### config.mk
export PLATFORM = sky130hd
export DESIGN_NAME = ram_port_arbiter_flat
export DESIGN_NICKNAME = d
export VERILOG_FILES = /design/src/rtl/ram_port_arbiter_if.sv /design/src/rtl/ram_port_arbiter.sv /design/src/flat_wrapper.sv
export SDC_FILE = /design/constraint.sdc
export NUM_CORES = 1
export LEC_CHECK = 0
export CORE_ASPECT_RATIO = 1.1
export CORE_MARGIN = 2
export CORE_UTILIZATION = 42
export CTS_CLUSTER_DIAMETER = 80
export DETAILED_ROUTE_END_ITERATION = 10
export PLACE_DENSITY = 0.9
export RECOVER_POWER = 100
export SYNTH_ARGS = -nofsm -noshare
export SYNTH_HDL_FRONTEND = slang
export SYNTH_SLANG_ARGS = --single-unit
### constraint.sdc
create_clock -name clk -period 1.8 [get_ports clk]
set_clock_uncertainty 0.15 [all_clocks]
set_input_delay 0.27 -clock clk [delete_from_list [all_inputs] [get_ports clk]]
set_output_delay 0.27 -clock clk [all_outputs]
set_load 0.01 [all_outputs]
### src/rtl/ram_port_arbiter_if.sv
// ============================================================================
// Module      : ram_port_arbiter_if
// Description : Bundles the two requester handshakes (CPU and DMA) with the
//               single-port RAM bus that the arbiter shares between them.
// Revision    : 1.0 - initial release
// ============================================================================
`default_nettype none

interface ram_port_arbiter_if #(
    parameter int ADDR_WIDTH = 16,
    parameter int DATA_WIDTH = 8
);
    logic                  cpu_req;
    logic                  cpu_we;
    logic [ADDR_WIDTH-1:0] cpu_addr;
    logic [DATA_WIDTH-1:0] cpu_wdata;
    logic                  cpu_ack;
    logic [DATA_WIDTH-1:0] cpu_rdata;

    logic                  dma_req;
    logic                  dma_we;
    logic [ADDR_WIDTH-1:0] dma_addr;
    logic [DATA_WIDTH-1:0] dma_wdata;
    logic                  dma_ack;
    logic [DATA_WIDTH-1:0] dma_rdata;

    logic [ADDR_WIDTH-1:0] ram_addr;
    logic                  ram_we;
    logic [DATA_WIDTH-1:0] ram_wdata;
    logic [DATA_WIDTH-1:0] ram_rdata;

    logic                  dma_grant;

    // Arbiter side
    modport slave (
        input  cpu_req, cpu_we, cpu_addr, cpu_wdata,
        output cpu_ack, cpu_rdata,
        input  dma_req, dma_we, dma_addr, dma_wdata,
        output dma_ack, dma_rdata,
        output ram_addr, ram_we, ram_wdata,
        input  ram_rdata,
        output dma_grant
    );

    // Requesters plus the RAM itself
    modport master (
        output cpu_req, cpu_we, cpu_addr, cpu_wdata,
        input  cpu_ack, cpu_rdata,
        output dma_req, dma_we, dma_addr, dma_wdata,
        input  dma_ack, dma_rdata,
        input  ram_addr, ram_we, ram_wdata,
        output ram_rdata,
        input  dma_grant
    );
endinterface

`default_nettype wire

### src/rtl/ram_port_arbiter.sv
// ============================================================================
// Module      : ram_port_arbiter
// Description : Fixed-priority CPU/DMA arbiter for a single-port synchronous
//               RAM with a starvation guard and a fixed two-cycle latency.
// Revision    : 1.0 - initial release
// ============================================================================
`default_nettype none

module ram_port_arbiter #(
    parameter int ADDR_WIDTH   = 16,
    parameter int DATA_WIDTH   = 8,
    parameter int STARVE_LIMIT = 4
) (
    input  wire logic          clk,
    input  wire logic          reset,
    ram_port_arbiter_if.slave  bus
);

    typedef enum logic [2:0] {
        S_IDLE     = 3'd0,
        S_CPU_ACC  = 3'd1,
        S_CPU_DONE = 3'd2,
        S_DMA_ACC  = 3'd3,
        S_DMA_DONE = 3'd4
    } state_t;

    localparam logic [3:0] c_streak_max = 4'(STARVE_LIMIT);

    state_t                state_q;
    logic [3:0]            streak_q;
    logic                  cpu_ack_q;
    logic                  dma_ack_q;
    logic                  dma_grant_q;
    logic                  ram_we_q;
    logic [ADDR_WIDTH-1:0] ram_addr_q;
    logic [DATA_WIDTH-1:0] ram_wdata_q;
    logic [DATA_WIDTH-1:0] cpu_rdata_q;
    logic [DATA_WIDTH-1:0] dma_rdata_q;
    logic                  cpu_fwd_q;
    logic                  dma_fwd_q;

    logic                  w_dma_starved;

    assign w_dma_starved = bus.dma_req && (streak_q == c_streak_max);

    always_ff @(posedge clk) begin
        if (reset) begin
            state_q     <= S_IDLE;
            streak_q    <= 4'd0;
            cpu_ack_q   <= 1'b0;
            dma_ack_q   <= 1'b0;
            dma_grant_q <= 1'b0;
            ram_we_q    <= 1'b0;
            ram_addr_q  <= '0;
            ram_wdata_q <= '0;
            cpu_rdata_q <= '0;
            dma_rdata_q <= '0;
            cpu_fwd_q   <= 1'b0;
            dma_fwd_q   <= 1'b0;
        end else begin
            cpu_ack_q <= 1'b0;
            dma_ack_q <= 1'b0;
            cpu_fwd_q <= 1'b0;
            dma_fwd_q <= 1'b0;

            // The read data forwarded during DONE is frozen at the end of DONE
            if (cpu_fwd_q) cpu_rdata_q <= bus.ram_rdata;
            if (dma_fwd_q) dma_rdata_q <= bus.ram_rdata;

            case (state_q)
                S_IDLE: begin
                    if (bus.cpu_req && !w_dma_starved) begin
                        state_q     <= S_CPU_ACC;
                        ram_addr_q  <= bus.cpu_addr;
                        ram_wdata_q <= bus.cpu_wdata;
                        ram_we_q    <= bus.cpu_we;
                        if (!bus.dma_req)
                            streak_q <= 4'd0;
                        else if (streak_q < c_streak_max)
                            streak_q <= streak_q + 4'd1;
                    end else if (bus.dma_req) begin
                        state_q     <= S_DMA_ACC;
                        ram_addr_q  <= bus.dma_addr;
                        ram_wdata_q <= bus.dma_wdata;
                        ram_we_q    <= bus.dma_we;
                        dma_grant_q <= 1'b1;
                        streak_q    <= 4'd0;
                    end else begin
                        streak_q    <= 4'd0;
                    end
                end
                S_CPU_ACC: begin
                    state_q   <= S_CPU_DONE;
                    ram_we_q  <= 1'b0;
                    cpu_ack_q <= 1'b1;
                    cpu_fwd_q <= !ram_we_q;
                end
                S_CPU_DONE: begin
                    state_q <= S_IDLE;
                end
                S_DMA_ACC: begin
                    state_q   <= S_DMA_DONE;
                    ram_we_q  <= 1'b0;
                    dma_ack_q <= 1'b1;
                    dma_fwd_q <= !ram_we_q;
                end
                S_DMA_DONE: begin
                    state_q     <= S_IDLE;
                    dma_grant_q <= 1'b0;
                end
                default: begin
                    state_q     <= S_IDLE;
                    ram_we_q    <= 1'b0;
                    dma_grant_q <= 1'b0;
                end
            endcase
        end
    end

    assign bus.cpu_ack   = cpu_ack_q;
    assign bus.dma_ack   = dma_ack_q;
    assign bus.dma_grant = dma_grant_q;
    assign bus.ram_we    = ram_we_q;
    assign bus.ram_addr  = ram_addr_q;
    assign bus.ram_wdata = ram_wdata_q;
    // RAM data lands in DONE, so it is passed straight through alongside the ack
    assign bus.cpu_rdata = cpu_fwd_q ? bus.ram_rdata : cpu_rdata_q;
    assign bus.dma_rdata = dma_fwd_q ? bus.ram_rdata : dma_rdata_q;

endmodule

`default_nettype wire

### src/flat_wrapper.sv
// flat-port wrapper written by rule: the top's interface ports become plain ports
module ram_port_arbiter_flat 
#(
    parameter int ADDR_WIDTH   = 16,
    parameter int DATA_WIDTH   = 8,
    parameter int STARVE_LIMIT = 4
)
  (clk, reset, bus_cpu_req, bus_cpu_we, bus_cpu_addr, bus_cpu_wdata, bus_cpu_ack, bus_cpu_rdata, bus_dma_req, bus_dma_we, bus_dma_addr, bus_dma_wdata, bus_dma_ack, bus_dma_rdata, bus_ram_addr, bus_ram_we, bus_ram_wdata, bus_ram_rdata, bus_dma_grant);
  ram_port_arbiter_if #(.ADDR_WIDTH(ADDR_WIDTH), .DATA_WIDTH(DATA_WIDTH)) bus_i ();
  input  wire logic clk;
  input  wire logic reset;
  input wire logic [$bits(bus_i.cpu_req)-1:0] bus_cpu_req;
  input wire logic [$bits(bus_i.cpu_we)-1:0] bus_cpu_we;
  input wire logic [$bits(bus_i.cpu_addr)-1:0] bus_cpu_addr;
  input wire logic [$bits(bus_i.cpu_wdata)-1:0] bus_cpu_wdata;
  output wire logic [$bits(bus_i.cpu_ack)-1:0] bus_cpu_ack;
  output wire logic [$bits(bus_i.cpu_rdata)-1:0] bus_cpu_rdata;
  input wire logic [$bits(bus_i.dma_req)-1:0] bus_dma_req;
  input wire logic [$bits(bus_i.dma_we)-1:0] bus_dma_we;
  input wire logic [$bits(bus_i.dma_addr)-1:0] bus_dma_addr;
  input wire logic [$bits(bus_i.dma_wdata)-1:0] bus_dma_wdata;
  output wire logic [$bits(bus_i.dma_ack)-1:0] bus_dma_ack;
  output wire logic [$bits(bus_i.dma_rdata)-1:0] bus_dma_rdata;
  output wire logic [$bits(bus_i.ram_addr)-1:0] bus_ram_addr;
  output wire logic [$bits(bus_i.ram_we)-1:0] bus_ram_we;
  output wire logic [$bits(bus_i.ram_wdata)-1:0] bus_ram_wdata;
  input wire logic [$bits(bus_i.ram_rdata)-1:0] bus_ram_rdata;
  output wire logic [$bits(bus_i.dma_grant)-1:0] bus_dma_grant;
  assign bus_i.cpu_req = bus_cpu_req;
  assign bus_i.cpu_we = bus_cpu_we;
  assign bus_i.cpu_addr = bus_cpu_addr;
  assign bus_i.cpu_wdata = bus_cpu_wdata;
  assign bus_cpu_ack = bus_i.cpu_ack;
  assign bus_cpu_rdata = bus_i.cpu_rdata;
  assign bus_i.dma_req = bus_dma_req;
  assign bus_i.dma_we = bus_dma_we;
  assign bus_i.dma_addr = bus_dma_addr;
  assign bus_i.dma_wdata = bus_dma_wdata;
  assign bus_dma_ack = bus_i.dma_ack;
  assign bus_dma_rdata = bus_i.dma_rdata;
  assign bus_ram_addr = bus_i.ram_addr;
  assign bus_ram_we = bus_i.ram_we;
  assign bus_ram_wdata = bus_i.ram_wdata;
  assign bus_i.ram_rdata = bus_ram_rdata;
  assign bus_dma_grant = bus_i.dma_grant;
  ram_port_arbiter #(.ADDR_WIDTH(ADDR_WIDTH), .DATA_WIDTH(DATA_WIDTH), .STARVE_LIMIT(STARVE_LIMIT)) u_core (.clk(clk), .reset(reset), .bus(bus_i));
endmodule
## Word level (Yosys, flattened, before mapping)

Index checks and enable logic that the tools add are counted.

| word-level totals | value |
|---|---|
| flip-flop bits (word level) | 53 |
| output and inout bits | 44 |
| logic and storage cells | 61 |

| operators by class | value |
|---|---|
| $add $sub $neg | 1 |
| magnitude comparators | 1 |
| eq/ne operators | 9 |
| mux-type cells | 20 |
| bitwise logic cells | 4 |
| reductions and logical operators | 14 |

Operators by type and width:

| cell | number |
|---|---|
| two-way mux 16 bit | 2 |
| two-way mux 8 bit | 4 |
| two-way mux 4 bit | 3 |
| one-hot mux 3 bit (3 select lines) | 1 |
| equality test 3 x 2 -> 1 bit, second input constant | 2 |
| two-way mux 1 bit | 6 |
| two-way mux 3 bit | 2 |
| AND reduction 2 bit | 3 |
| OR reduction 2 bit | 3 |
| adder 4 x 1 -> 4 bit, second input constant | 1 |
| equality test 4 x 3 -> 1 bit, second input constant | 1 |
| less-than comparator 4 x 3 -> 1 bit, second input constant | 1 |
| inequality test 2 bit, second input constant | 2 |
| NOT 1 bit | 4 |
| one-hot mux 1 bit (2 select lines) | 2 |
| equality test 3 x 1 -> 1 bit, second input constant | 1 |
| equality test 3 bit, second input constant | 1 |
| zero test 3 bit | 1 |
| inequality test 3 x 2 -> 1 bit, second input constant | 1 |
| inequality test 3 bit, second input constant | 1 |
| AND reduction 3 bit | 1 |
| OR reduction 3 bit | 1 |
| logical AND 1 bit | 2 |
| zero test 1 bit | 2 |
| nonzero test 2 bit | 1 |

## Depth between registers and ports, before layout

| depth | value |
|---|---|
| word-level depth | 6 |
| gate-level depth with buffers | 7 |
| depth with buffers taken out | 6 |

## Worst setup path before layout

OpenSTA, ideal clock, no wires.

| timing path | value |
|---|---|
| path type | flip-flop to flip-flop |
| start point | register u_core.streak_q[0] |
| end point | register u_core.ram_addr_q[10], in the netlist u_core.bus.ram_addr[10] |
| arrival | 1423 ps |
| required time | 1561 ps |
| setup slack | 139 ps |
| stages on the path, launching flop included | 8 |
| clock period less this slack | 1661 ps |
| cell sequence | dfxtp_1 -> inv_1 -> ha_1 -> nand4b_2 -> nand2_2 -> buf_2 -> nand2_1 -> a311oi_2 |

| between the ends | value |
|---|---|
| word-level cells in the longest chain between the ends | 6 |
| elaborated cells on any way between the ends | 7 |
| classes of those cells | eq/ne (1); mux (1); reduce/logical (5) |

Ends and longest elaborated chain:

| element | line | source |
|---|---|---|
| from (decl) | ram_port_arbiter.sv:30 | `logic [3:0] streak_q;` |
| from (signal assigned) | ram_port_arbiter.sv:80 | `streak_q <= streak_q + 4'd1;` |
| equality test 4 x 3 -> 1 bit (*) | ram_port_arbiter.sv:44 | `assign w_dma_starved = bus.dma_req && (streak_q == c_streak_max);` |
| logical AND 1 bit (*) | ram_port_arbiter.sv:44 |  |
| zero test 1 bit (*) | ram_port_arbiter.sv:72 | `if (bus.cpu_req && !w_dma_starved) begin` |
| logical AND 1 bit (*) | ram_port_arbiter.sv:72 |  |
| nonzero test 2 bit (no line) | -- |  |
| AND reduction 2 bit (no line) | -- |  |
| to (signal assigned) | ram_port_arbiter.sv:74 | `ram_addr_q <= bus.cpu_addr;` |
| to (signal assigned) | ram_port_arbiter.sv:83 | `ram_addr_q <= bus.dma_addr;` |
| to (decl) | ram_port_arbiter.sv:35 | `logic [ADDR_WIDTH-1:0] ram_addr_q;` |

Every way passes the cells marked *; elsewhere a longest branch is shown, timed or not.
A chain may end at the register's enable or synchronous reset.

## Worst setup path in the final report

| timing path | value |
|---|---|
| start point | register u_core.dma_fwd_q |
| end point | output port bus_dma_rdata[1] |

| between the ends | value |
|---|---|
| word-level cells in the longest chain between the ends | 1 |

Ends and longest elaborated chain:

| element | line | source |
|---|---|---|
| from (decl) | ram_port_arbiter.sv:40 | `logic dma_fwd_q;` |
| from (signal assigned) | ram_port_arbiter.sv:105 | `dma_fwd_q <= !ram_we_q;` |
| two-way mux 8 bit | ram_port_arbiter.sv:128 | `assign bus.dma_rdata = dma_fwd_q ? bus.ram_rdata : dma_rdata_q;` |
| to (decl) | flat_wrapper.sv:23 | `output wire logic [$bits(bus_i.dma_rdata)-1:0] bus_dma_rdata;` |

Every way passes these cells.

==> out/metrics.csv <==
metric,value,unit
cts_buffer_depth,2,
cts_tree,built,
viasPerCell,5.13,
path_class,flip-flop to output pin,
gr-total-overflow,0,
place.gp.congestion,0.813,
yosysUniqueCellTypes,35,
final_cell_area,0.00364,sq mm
placed_area,0.00365,sq mm
finalWirelength,6.21,mm
max_freq,570,MHz
clk_root_buffer_cell,clkbuf_8,
worst_path_max_delay_cell,dfxtp_2,
path_max_fanout,8,
max-vdd-ir-drop,465,uV
finalHoldViolations,0,
slew_headroom,0.710,
start_kind,flip-flop,
drtAntennaViolNets,0,
syn_avg_cell_area,9.80,sq um
ys_seq_area_frac,0.436,
path_buf_inv,2,
fp.dieH,83.8,um
synth-seq-cells,53,
cts.sinks,53,
areaGrowthSynthToFinish,49.6,%
power_frac_comb,0.277,
switching_share,0.284,
rows,29,
final_util,0.638,
clk-insertion-delay-late,0.31,ns
hp-start,reset,
fin_setup_tns,0,ns
core_area,0.00570,sq mm
setup_violations,0,
critPathTopFamily,buffers and inverters,
track_usage,0.195,
crit_path_cell_trace,buf_12 > mux2_2 > clkdlybuf4s15_1,
clk_pin_slew_worst_paths,0.08,ns
initial_core_util,0.427,
r2r_setup_slack,0.09,ns
pwr-share-clk,0.239,
grt_pass1_vias,2260,
ioPinCount,106,
post_cts_buffers,0,
ys_warn_count,0,
htree_levels,2,
detail_route.first_pass.iterations,4,
grt_max_degree,35,
antenna_found_initial,0,
drtIter0Drc,61,
grt_pass1_wl,10.1,mm
detailroute.via_count,2233,
startpoint,u_core.dma_fwd_q,
fin_crit_sh,0.975,
cts_inserted_buffers,5,
finalMaxSlewViolations,0,
wire_per_inst,14.3,um
place_hpwl,4.62,mm
synth_area,0.00243,sq mm
rsz0062_at_grt,false,
leakagePower,1.44,nW
die_area,0.00641,sq mm
die_w,76.5,um
hold_path.class,input pin to flip-flop,
required,1.38,ns
fin_hold_ws,0.243,ns
worst_slew_pin_slew,0.435,ns
syn_inst,248,
drc_errors,0,
internal_power,1.94,mW
rr_startpoint,u_core.state_q[0],
arrival,1.33,ns
outcome,finished clean,
p_per_area,745,mW/mm^2
fin_crit,1.75,ns
pwr-share-seq,0.484,
syn_nets,312,
io_buffers,105,
end_kind,output pin,
cap_violations,0,
n_antenna_cell,0,
drive_gt1_frac,0.179,
critPathMaxStageDelay,0.34,ns
p_sw,768,uW
finalNetCount,421,
cell type report:
class                   instances  area, sq um
clock buffers                   6         72.6
repair buffers                123         1150
well taps                      77         96.3
clock inverters                 2         10.0
inverters                       5         18.8
multi-input cells             169         1230
fillers                       476         2060
flip-flops and latches         53         1060
cell usage in the layout (no fill, tap or decap), types with 4 or more instances in the layout:
cell type	instances
clkbuf_1	17
dfxtp_1	52
nor3_1	4
dlygate4sd3_1	29
clkbuf_8	5
nand2_1	27
nand3_1	24
buf_4	11
mux2_2	11
mux2_1	5
nor2b_1	17
clkdlybuf4s50_1	59
inv_1	5
nor2_1	28
buf_12	5
a311oi_2	24
cells by family after synthesis:
group,share of synthesized area
simple gates,0.232
mux,0.0741
compound gates,0.189
flops,0.436
buf+inv,0.0587
fa+ha+maj,0.0103
synth_stat cells:
master | n | area share
nand4_1 | 2 | 0.0051
a32oi_1 | 1 | 0.0036
ha_1 | 2 | 0.010
clkbuf_1 | 11 | 0.017
nand3_1 | 24 | 0.049
nor2_1 | 28 | 0.043
and3_1 | 1 | 0.0026
inv_1 | 5 | 0.0077
nand4b_2 | 1 | 0.0062
and2_1 | 2 | 0.0051
nor2_4 | 1 | 0.0046
buf_2 | 3 | 0.0062
mux2_2 | 16 | 0.074
nor4bb_1 | 2 | 0.0082
a21oi_1 | 2 | 0.0041
a21o_1 | 1 | 0.0031
a21boi_0 | 1 | 0.0031
o31ai_1 | 1 | 0.0031
a211o_1 | 2 | 0.0072
nand2_1 | 27 | 0.042
buf_1 | 1 | 0.0015
nor3_1 | 4 | 0.0082
nand2_2 | 1 | 0.0026
a211oi_1 | 2 | 0.0062
dfxtp_1 | 53 | 0.44
nor4b_1 | 1 | 0.0036
or3_4 | 1 | 0.0046
o21a_1 | 1 | 0.0031
a31oi_1 | 2 | 0.0051
a311oi_2 | 24 | 0.15
nor2b_1 | 17 | 0.044
o21ai_0 | 1 | 0.0021
nand2b_1 | 1 | 0.0026
buf_4 | 1 | 0.0031
buf_6 | 5 | 0.023
per-layer routing:
metal | global-route usage | part of all wire | wire (um)
met1 | 0.205 | 0.40 | 2500
met5 | 0 | 0 | 0
met3 | 0.0747 | 0.085 | 526
met2 | 0.355 | 0.50 | 3100
met4 | 0.0661 | 0.014 | 86
through the flow:
step           power, mW  std cells  setup WS, ns
3_5_place_dp        2.14        427        -0.151
6_report            2.71        435        0.0458
4_1_cts             2.79        435       0.00397
3_3_place_gp        2.12        427       -0.0702
2_1_floorplan       1.75        248         0.139
5_1_grt             2.84        435      0.000946
worst register-to-register path, cell delays in order, from the launching register on:
cell and delay [ns]:
dfxtp_1 0.33, or3_4 0.41, nor2_4 0.17, buf_12 0.22, nor2_1 0.09, a311oi_2 0.25
power by group through the flow:
stage	Clock [mW]	Combinational, mW	Sequential [mW]
after floorplan	0	0.372	1.37
after global placement	0	0.785	1.34
after detailed placement	0	0.806	1.34
after CTS	0.671	0.802	1.31
after global routing	0.709	0.810	1.32
final	0.647	0.750	1.31
state kept, by name, summed over array words and instances (netlist names), 3 cells and up:
name                  cells
u_core.bus.ram_addr      16
u_core.bus.ram_wdata      8
u_core.cpu_rdata_q        8
u_core.dma_rdata_q        8
u_core.streak_q           4
u_core.state_q            3
worst paths after layout:
kind              cells past startpoint                      to
hold / removal                        2   u_core.cpu_rdata_q[6]
setup / recovery                      3        bus_dma_rdata[1]
setup reg to reg                      5  u_core.bus.ram_addr[7]
hold reg to reg                       2      u_core.streak_q[3]
timing repair:
item                       in CTS  in global routing
setup endpoints to repair      16                 14
hold buffers                    0                  0
resized for setup              34                 14
cloned                          0                  0
Power figures use the tool's default switching activity.
